==> src/rtl/lsu_mem_arbiter.sv <==
// Round-robin arbiter that shares one data-memory port among the per-thread LSUs.
// Every output is registered; a granted request runs to completion before the next grant.
module lsu_mem_arbiter #(
  parameter int ADDR_BITS     = 8,
  parameter int DATA_BITS     = 8,
  parameter int NUM_CONSUMERS = 4
) (
  input  logic                                 clk,
  input  logic                                 reset_n,
  input  logic [NUM_CONSUMERS-1:0]             consumer_read_valid,
  input  logic [NUM_CONSUMERS*ADDR_BITS-1:0]   consumer_read_address,
  output logic [NUM_CONSUMERS-1:0]             consumer_read_ready,
  output logic [NUM_CONSUMERS*DATA_BITS-1:0]   consumer_read_data,
  input  logic [NUM_CONSUMERS-1:0]             consumer_write_valid,
  input  logic [NUM_CONSUMERS*ADDR_BITS-1:0]   consumer_write_address,
  input  logic [NUM_CONSUMERS*DATA_BITS-1:0]   consumer_write_data,
  output logic [NUM_CONSUMERS-1:0]             consumer_write_ready,
  output logic                                 mem_read_valid,
  output logic [ADDR_BITS-1:0]                 mem_read_address,
  input  logic                                 mem_read_ready,
  input  logic [DATA_BITS-1:0]                 mem_read_data,
  output logic                                 mem_write_valid,
  output logic [ADDR_BITS-1:0]                 mem_write_address,
  output logic [DATA_BITS-1:0]                 mem_write_data,
  input  logic                                 mem_write_ready,
  output logic                                 busy
);

  // state      | meaning
  // IDLE       | scanning LSUs from rr_ptr for the next request
  // READ_WAIT  | read presented to memory, waiting for mem_read_ready
  // WRITE_WAIT | write presented to memory, waiting for mem_write_ready
  // RELAY      | ready shown to the granted LSU until it drops its valid
  typedef enum logic [1:0] {IDLE, READ_WAIT, WRITE_WAIT, RELAY} state_t;

  localparam int PTR_BITS = $clog2(NUM_CONSUMERS);

  state_t                             state, state_next;
  logic [PTR_BITS-1:0]                rr_ptr, rr_ptr_next;
  logic [PTR_BITS-1:0]                grant_id, grant_id_next;
  logic                               op_write, op_write_next;
  logic                               mem_read_valid_next, mem_write_valid_next;
  logic [ADDR_BITS-1:0]               mem_read_address_next, mem_write_address_next;
  logic [DATA_BITS-1:0]               mem_write_data_next;
  logic [NUM_CONSUMERS-1:0]           consumer_read_ready_next, consumer_write_ready_next;
  logic [NUM_CONSUMERS*DATA_BITS-1:0] consumer_read_data_next;
  logic                               busy_next;

  logic                               pick_valid;
  logic [PTR_BITS-1:0]                pick_id;
  logic                               pick_write;

  function automatic logic [PTR_BITS-1:0] wrap_idx(input int base, input int offs);
    int sum;
    sum = base + offs;
    if (sum >= NUM_CONSUMERS) sum = sum - NUM_CONSUMERS;
    return PTR_BITS'(sum);
  endfunction

  // First requester at or after rr_ptr; a pending read beats a write on the same LSU.
  always_comb begin
    pick_valid = 1'b0;
    pick_id    = rr_ptr;
    pick_write = 1'b0;
    for (int i = 0; i < NUM_CONSUMERS; i++) begin
      if (!pick_valid &&
          (consumer_read_valid[wrap_idx(int'(rr_ptr), i)] ||
           consumer_write_valid[wrap_idx(int'(rr_ptr), i)])) begin
        pick_valid = 1'b1;
        pick_id    = wrap_idx(int'(rr_ptr), i);
        pick_write = !consumer_read_valid[wrap_idx(int'(rr_ptr), i)];
      end
    end
  end

  always_comb begin
    state_next                = state;
    rr_ptr_next               = rr_ptr;
    grant_id_next             = grant_id;
    op_write_next             = op_write;
    mem_read_valid_next       = mem_read_valid;
    mem_read_address_next     = mem_read_address;
    mem_write_valid_next      = mem_write_valid;
    mem_write_address_next    = mem_write_address;
    mem_write_data_next       = mem_write_data;
    consumer_read_ready_next  = consumer_read_ready;
    consumer_write_ready_next = consumer_write_ready;
    consumer_read_data_next   = consumer_read_data;

    case (state)
      IDLE: begin
        if (pick_valid) begin
          grant_id_next = pick_id;
          op_write_next = pick_write;
          if (pick_write) begin
            mem_write_valid_next   = 1'b1;
            mem_write_address_next = consumer_write_address[pick_id*ADDR_BITS +: ADDR_BITS];
            mem_write_data_next    = consumer_write_data[pick_id*DATA_BITS +: DATA_BITS];
            state_next             = WRITE_WAIT;
          end else begin
            mem_read_valid_next   = 1'b1;
            mem_read_address_next = consumer_read_address[pick_id*ADDR_BITS +: ADDR_BITS];
            state_next            = READ_WAIT;
          end
        end
      end
      READ_WAIT: begin
        if (mem_read_ready) begin
          mem_read_valid_next                                     = 1'b0;
          consumer_read_ready_next[grant_id]                      = 1'b1;
          consumer_read_data_next[grant_id*DATA_BITS +: DATA_BITS] = mem_read_data;
          state_next                                              = RELAY;
        end
      end
      WRITE_WAIT: begin
        if (mem_write_ready) begin
          mem_write_valid_next                = 1'b0;
          consumer_write_ready_next[grant_id] = 1'b1;
          state_next                          = RELAY;
        end
      end
      RELAY: begin
        if (op_write ? !consumer_write_valid[grant_id] : !consumer_read_valid[grant_id]) begin
          consumer_read_ready_next  = '0;
          consumer_write_ready_next = '0;
          rr_ptr_next               = wrap_idx(int'(grant_id), 1);
          state_next                = IDLE;
        end
      end
      default: state_next = IDLE;
    endcase

    busy_next = (state_next != IDLE);
  end

  always_ff @(posedge clk or negedge reset_n) begin
    if (!reset_n) begin
      state                <= IDLE;
      rr_ptr               <= '0;
      grant_id             <= '0;
      op_write             <= 1'b0;
      mem_read_valid       <= 1'b0;
      mem_read_address     <= '0;
      mem_write_valid      <= 1'b0;
      mem_write_address    <= '0;
      mem_write_data       <= '0;
      consumer_read_ready  <= '0;
      consumer_write_ready <= '0;
      consumer_read_data   <= '0;
      busy                 <= 1'b0;
    end else begin
      state                <= state_next;
      rr_ptr               <= rr_ptr_next;
      grant_id             <= grant_id_next;
      op_write             <= op_write_next;
      mem_read_valid       <= mem_read_valid_next;
      mem_read_address     <= mem_read_address_next;
      mem_write_valid      <= mem_write_valid_next;
      mem_write_address    <= mem_write_address_next;
      mem_write_data       <= mem_write_data_next;
      consumer_read_ready  <= consumer_read_ready_next;
      consumer_write_ready <= consumer_write_ready_next;
      consumer_read_data   <= consumer_read_data_next;
      busy                 <= busy_next;
    end
  end

endmodule

==> config.mk <==
export PLATFORM = sky130hd
export DESIGN_NAME = lsu_mem_arbiter
export DESIGN_NICKNAME = d
export VERILOG_FILES = /design/src/rtl/lsu_mem_arbiter.sv
export SDC_FILE = /design/constraint.sdc
export NUM_CORES = 1
export LEC_CHECK = 0
export BUFFER_PORTS_ARGS = -buffer_cell sky130_fd_sc_hd__buf_2
export CORE_UTILIZATION = 39
export DETAILED_ROUTE_END_ITERATION = 8
export GPL_ROUTABILITY_DRIVEN = 0
export PLACE_DENSITY = 0.68
export REMOVE_ABC_BUFFERS = 1
export SETUP_SLACK_MARGIN = 0.02
export SYNTH_ARGS = -nofsm -noshare
export SYNTH_HDL_FRONTEND = slang
export SYNTH_SLANG_ARGS = --single-unit
==> constraint.sdc <==
create_clock -name clk -period 4.3 [get_ports clk]
set_input_delay 0.86 -clock clk [delete_from_list [all_inputs] [get_ports clk]]
set_output_delay 0.86 -clock clk [all_outputs]
set_load 0.01 [all_outputs]
Yosys cells after proc, flatten, opt, wreduce, memory -nomap -nowiden:

Cells that the tools add are included.

* bits in registers: 74
* output and inout bits: 67
* word-level logic and storage cells: 159

* add/sub/neg operators: 10
* $lt $le $gt $ge: 15
* eq/ne operators: 9
* shift operators: 5
* muxes and demuxes: 72
* bitwise logic cells: 3
* reduce and logical (&&, ||, !) cells: 32

Operators by type and width (number)
* $shiftx A32 B6 Y8: 3
* $mux W2: 18
* $neg A5 Y34: 1
* $shift A8 B34 Y32 const A: 1
* $shiftx A8 B34 Y32: 1
* $bwmux W32: 1
* $mux W1: 30
* $bmux W1 S2: 14
* $lt A2 B3 Y1 const B: 9
* $pmux W4 S2: 2
* $ge A3 B3 Y1 const B: 4
* $mux W4: 3
* $ne A2 B2 Y1 const B: 6
* $reduce_and A3 Y1: 4
* $reduce_bool A2 Y1: 5
* $sub A2 B1 Y2 const B: 5
* $logic_not A1 Y1: 9
* $or A4 B4 Y4: 2
* $pmux W2 S4: 1
* $reduce_and A4 Y1: 2
* $add A2 B1 Y3 const B: 2
* $add A2 B2 Y3 const B: 2
* $reduce_and A2 Y1: 3
* $eq A2 B2 Y1 const B: 2
* other kinds (9): 16

Logic depth before layout (Yosys ltp):

* word-level depth: 23
* gate-level depth with buffers: 11
* mapped depth without buffers: 6

Least setup slack after synthesis:

OpenSTA, ideal clock, no wires.

* kind: input-to-reg
* start: input consumer_read_valid[0]
* end: register mem_read_address[0]
* setup time: 0.139 ns
* data arrival time: 2.759 ns
* required time: 4.161 ns
* setup slack: 1.402 ns
* stages on the path: 8
* buffers on the path: 2
* path through: mux4_2 or2_1 buf_6 or4_1 nand3b_1 nand2b_1 buf_2 o221ai_1

* word-level cells in the longest chain between the ends: 15

Ends and longest elaborated chain
* start, declared: RTL line 10 `input logic [NUM_CONSUMERS-1:0] consumer_read_valid,`
* parallel branches: the longest is 15 deep, another holds $bmux W1 S2
* end signal, assigned: RTL line 157 `mem_read_address <= mem_read_address_next;`
* end, declared: RTL line 19 `output logic [ADDR_BITS-1:0] mem_read_address,`

Several ways; the timed one is not identified. The select of a mux whose other input is x is not followed.
A chain may end at the register's enable or synchronous reset.

Worst setup path after layout:

* start: register rr_ptr[0]
* end: register mem_read_address[4]

* word-level cells in the longest chain between the ends: 17

Ends and longest elaborated chain
* start, declared: RTL line 39 `logic [PTR_BITS-1:0] rr_ptr, rr_ptr_next;`
* start signal, assigned: RTL line 153 `rr_ptr <= rr_ptr_next;`
* parallel branches: the longest is 17 deep, another holds $add A2 B1 Y3

Several ways; the timed one is not identified. The select of a mux whose other input is x is not followed.

==> impl_metrics.env <==
export IMPL_crit_type="reg -> reg"
export IMPL_clk_pin_slew_ps=60
export IMPL_power_density_nw_per_um2=739
export IMPL_fp_coreArea_um2=17200
export IMPL_antenna_left=0
export IMPL_setup_tns_ps=0
export IMPL_die_height_um=135
export IMPL_vias=7378
export IMPL_cts_htree_levels=3
export IMPL_multi_input_area_um2=4640
export IMPL_r2r_start="rr_ptr[0]"
export IMPL_grt_pass1_wl_um=34500
export IMPL_antenna_found_initial=5
export IMPL_syn_avg_cell_area_um2=7.30
export IMPL_cp_startpoint="rr_ptr[0]"
export IMPL_syn_cell_area_um2=6880
export IMPL_drt_total_wl_um=21600
export IMPL_r2r_setup_slack_ps=750
export IMPL_viasPerCell=5.72
export IMPL_die_w_um=135
export IMPL_setup_viol=0
export IMPL_fmax_mhz=282
export IMPL_synth_edf_count=0
export IMPL_critPathCaptureType="flip-flop"
export IMPL_dr_first_iter_drc_count=503
export IMPL_post_drt_wl_per_cell_um=16.8
export IMPL_cts_hold_fix_buffers=0
export IMPL_yosys_warnings=0
export IMPL_dieArea_um2=18200
export IMPL_vdd_ir_drop_max_mv=0.380
export IMPL_overflow=0
export IMPL_drv_cap=0
export IMPL_floorplan_initialDensity_pct=39.9
export IMPL_design_power_total_mw=6.03
export IMPL_fin_skew_ps=3.93
export IMPL_cts_buffer_depth=2
export IMPL_synth_top_area_cell="dfrtp_1"
export IMPL_layout_nets=1183
export IMPL_min_path_type="reg -> reg"
export IMPL_ctsRootBufferMaster="clkbuf_16"
export IMPL_cp_start_kind="flip-flop"
export IMPL_clock_latency_ps=330
export IMPL_register_area_um2=1860
export IMPL_worst_pin_slew_ps=1180
export IMPL_hpwl_um=14700
export IMPL_hold_viol=0
export IMPL_cts_num_sinks=74
export IMPL_status="finished, final reports clean"
export IMPL_cts_resized=0
export IMPL_grt_pass1_vias=6806
export IMPL_io_buffers=182
export IMPL_yosysMostFrequentCell="nand2_1"
export IMPL_leakage_nw=3.29
export IMPL_cts_made_buffers=9
export IMPL_synth_area_leaders="dfrtp_1 (27%), nor3_1 (11%), nand2_1 (10%)"
export IMPL_yosysSeqAreaShare_pct=26.9
export IMPL_drc_errors=0
export IMPL_postCtsSetupBuffers=0
export IMPL_cp_arrival_ps=3740
export IMPL_fin_crit_sh_pct=82.5
export IMPL_yosys_top_cells_count="nand2_1 (192), nor3_1 (147), nand2b_1 (100)"
export IMPL_synthCells=942
export IMPL_synth_top_area_share_pct=26.9
export IMPL_worstHoldStart="consumer_read_data[23]"
export IMPL_crit_fanout=50
export IMPL_holdWs_ps=472
export IMPL_fin_util_pct=47.4
export IMPL_final_layout_size_suffix_gt1_share_pct=23.1
export IMPL_slew_headroom_pct=21.2
export IMPL_grt_total_usage_pct=23.7
export IMPL_critPathRequiredTime_ps=4490
export IMPL_synth_flop_cell="dfrtp_1"
export IMPL_yosysUniqueCellTypes=35
export IMPL_fillCellCount=1739
export IMPL_drv_slew=0
export IMPL_cts_tree="done"
export IMPL_boundaryPins=183
export IMPL_finalCriticalPeriod_ps=3550
export IMPL_ys_ff_latch=74
export IMPL_async_reset_ff_share_pct=100
export IMPL_row_count=48
export IMPL_rsz0062_at_grt="false"
export IMPL_firstDrtPassIters=7
export IMPL_grt_max_degree=157
export IMPL_synthToLayoutAreaGrowth_pct=18.7
## state kept, by name, indices dropped and copies added (netlist names)
name                  flops
op_write                  1
consumer_read_ready       4
consumer_read_data       32
mem_write_address         8
mem_read_valid            1
mem_read_address          8
grant_id                  2
mem_write_data            8
busy                      1
state                     2
mem_write_valid           1
consumer_write_ready      4
rr_ptr                    2
## power by group
| group | internal (mW) | switching [mW] | total (mW) | leakage, nW |
|---|---|---|---|---|
| sequential | 1.00 | 0.276 | 1.28 | 0.963 |
| combinational | 1.56 | 2.48 | 4.03 | 2.19 |
| clock | 0.418 | 0.304 | 0.722 | 0.130 |
## per-layer routing
metal,wire (um),global-route usage [%],up-vias,share of wire (%)
li1,-,-,3665,-
met1,9440,30.6,3395,44
met2,9870,38.7,286,46
met3,2020,6.27,28,9.3
met4,292,6.74,4,1.3
met5,23,0,-,0.11
## final timing paths
check	depth (start not counted)	endpoint
max in group asynchronous	1	rr_ptr[0]
setup reg to reg	6	mem_read_address[4]
setup / recovery	6	mem_read_address[4]
hold reg to reg	2	consumer_read_data[23]
min in group asynchronous	1	consumer_read_ready[3]
hold / removal	2	consumer_read_data[23]
## placed cells by master (no fill, tap or decap), drive strengths merged, types with 3 or more instances in the layout
master,count
a2111oi,48
a211oi,50
a21oi,63
buf,200
clkbuf,11
clkinvlp,3
dfrtp,74
ha,8
inv,5
mux4,10
nand2,192
nand2b,100
nor2,19
nor3,147
nor3b,51
o21ai,38
o221ai,24
or2,5
## through the flow
stage	cell area (um^2)	setup slack, ps	std cells
floorplan	6470	-3680	848
global placement	7880	649	1273
detailed placement	7880	568	1273
CTS	8160	783	1288
global route	8160	544	1289
finish	8160	754	1290
## final cells by class
cell class	instances	area share, %
Multi-Input combinational cell	769	56.8
Sequential cell	74	22.7
Timing Repair Buffer	200	13.3
Tap cell	225	3.45
Clock buffer	11	3.10
Clock inverter	4	0.337
Inverter	5	0.230
Antenna cell	2	0.0613
## worst max-delay path, cell delays in order, from the launching register on
cell and delay (ps):
dfrtp_4 720, mux4_2 620, or2_2 580, or4_1 640, nand3b_1 310, nand2b_1 350, o221ai_1 180
## cell families after synthesis
kind of cell | count (synthesis) | synth area share (%)
AND/OR/NAND/NOR | 519 | 37.9
AO/OA/AOI/OAI | 229 | 23.8
buffers and inverters | 99 | 6.22
flip-flops | 74 | 26.9
multiplexers | 12 | 3.58
adder cells (fa/ha/maj) | 8 | 1.46
XOR/XNOR | 1 | 0.127
(Power assumes the default switching activity.)
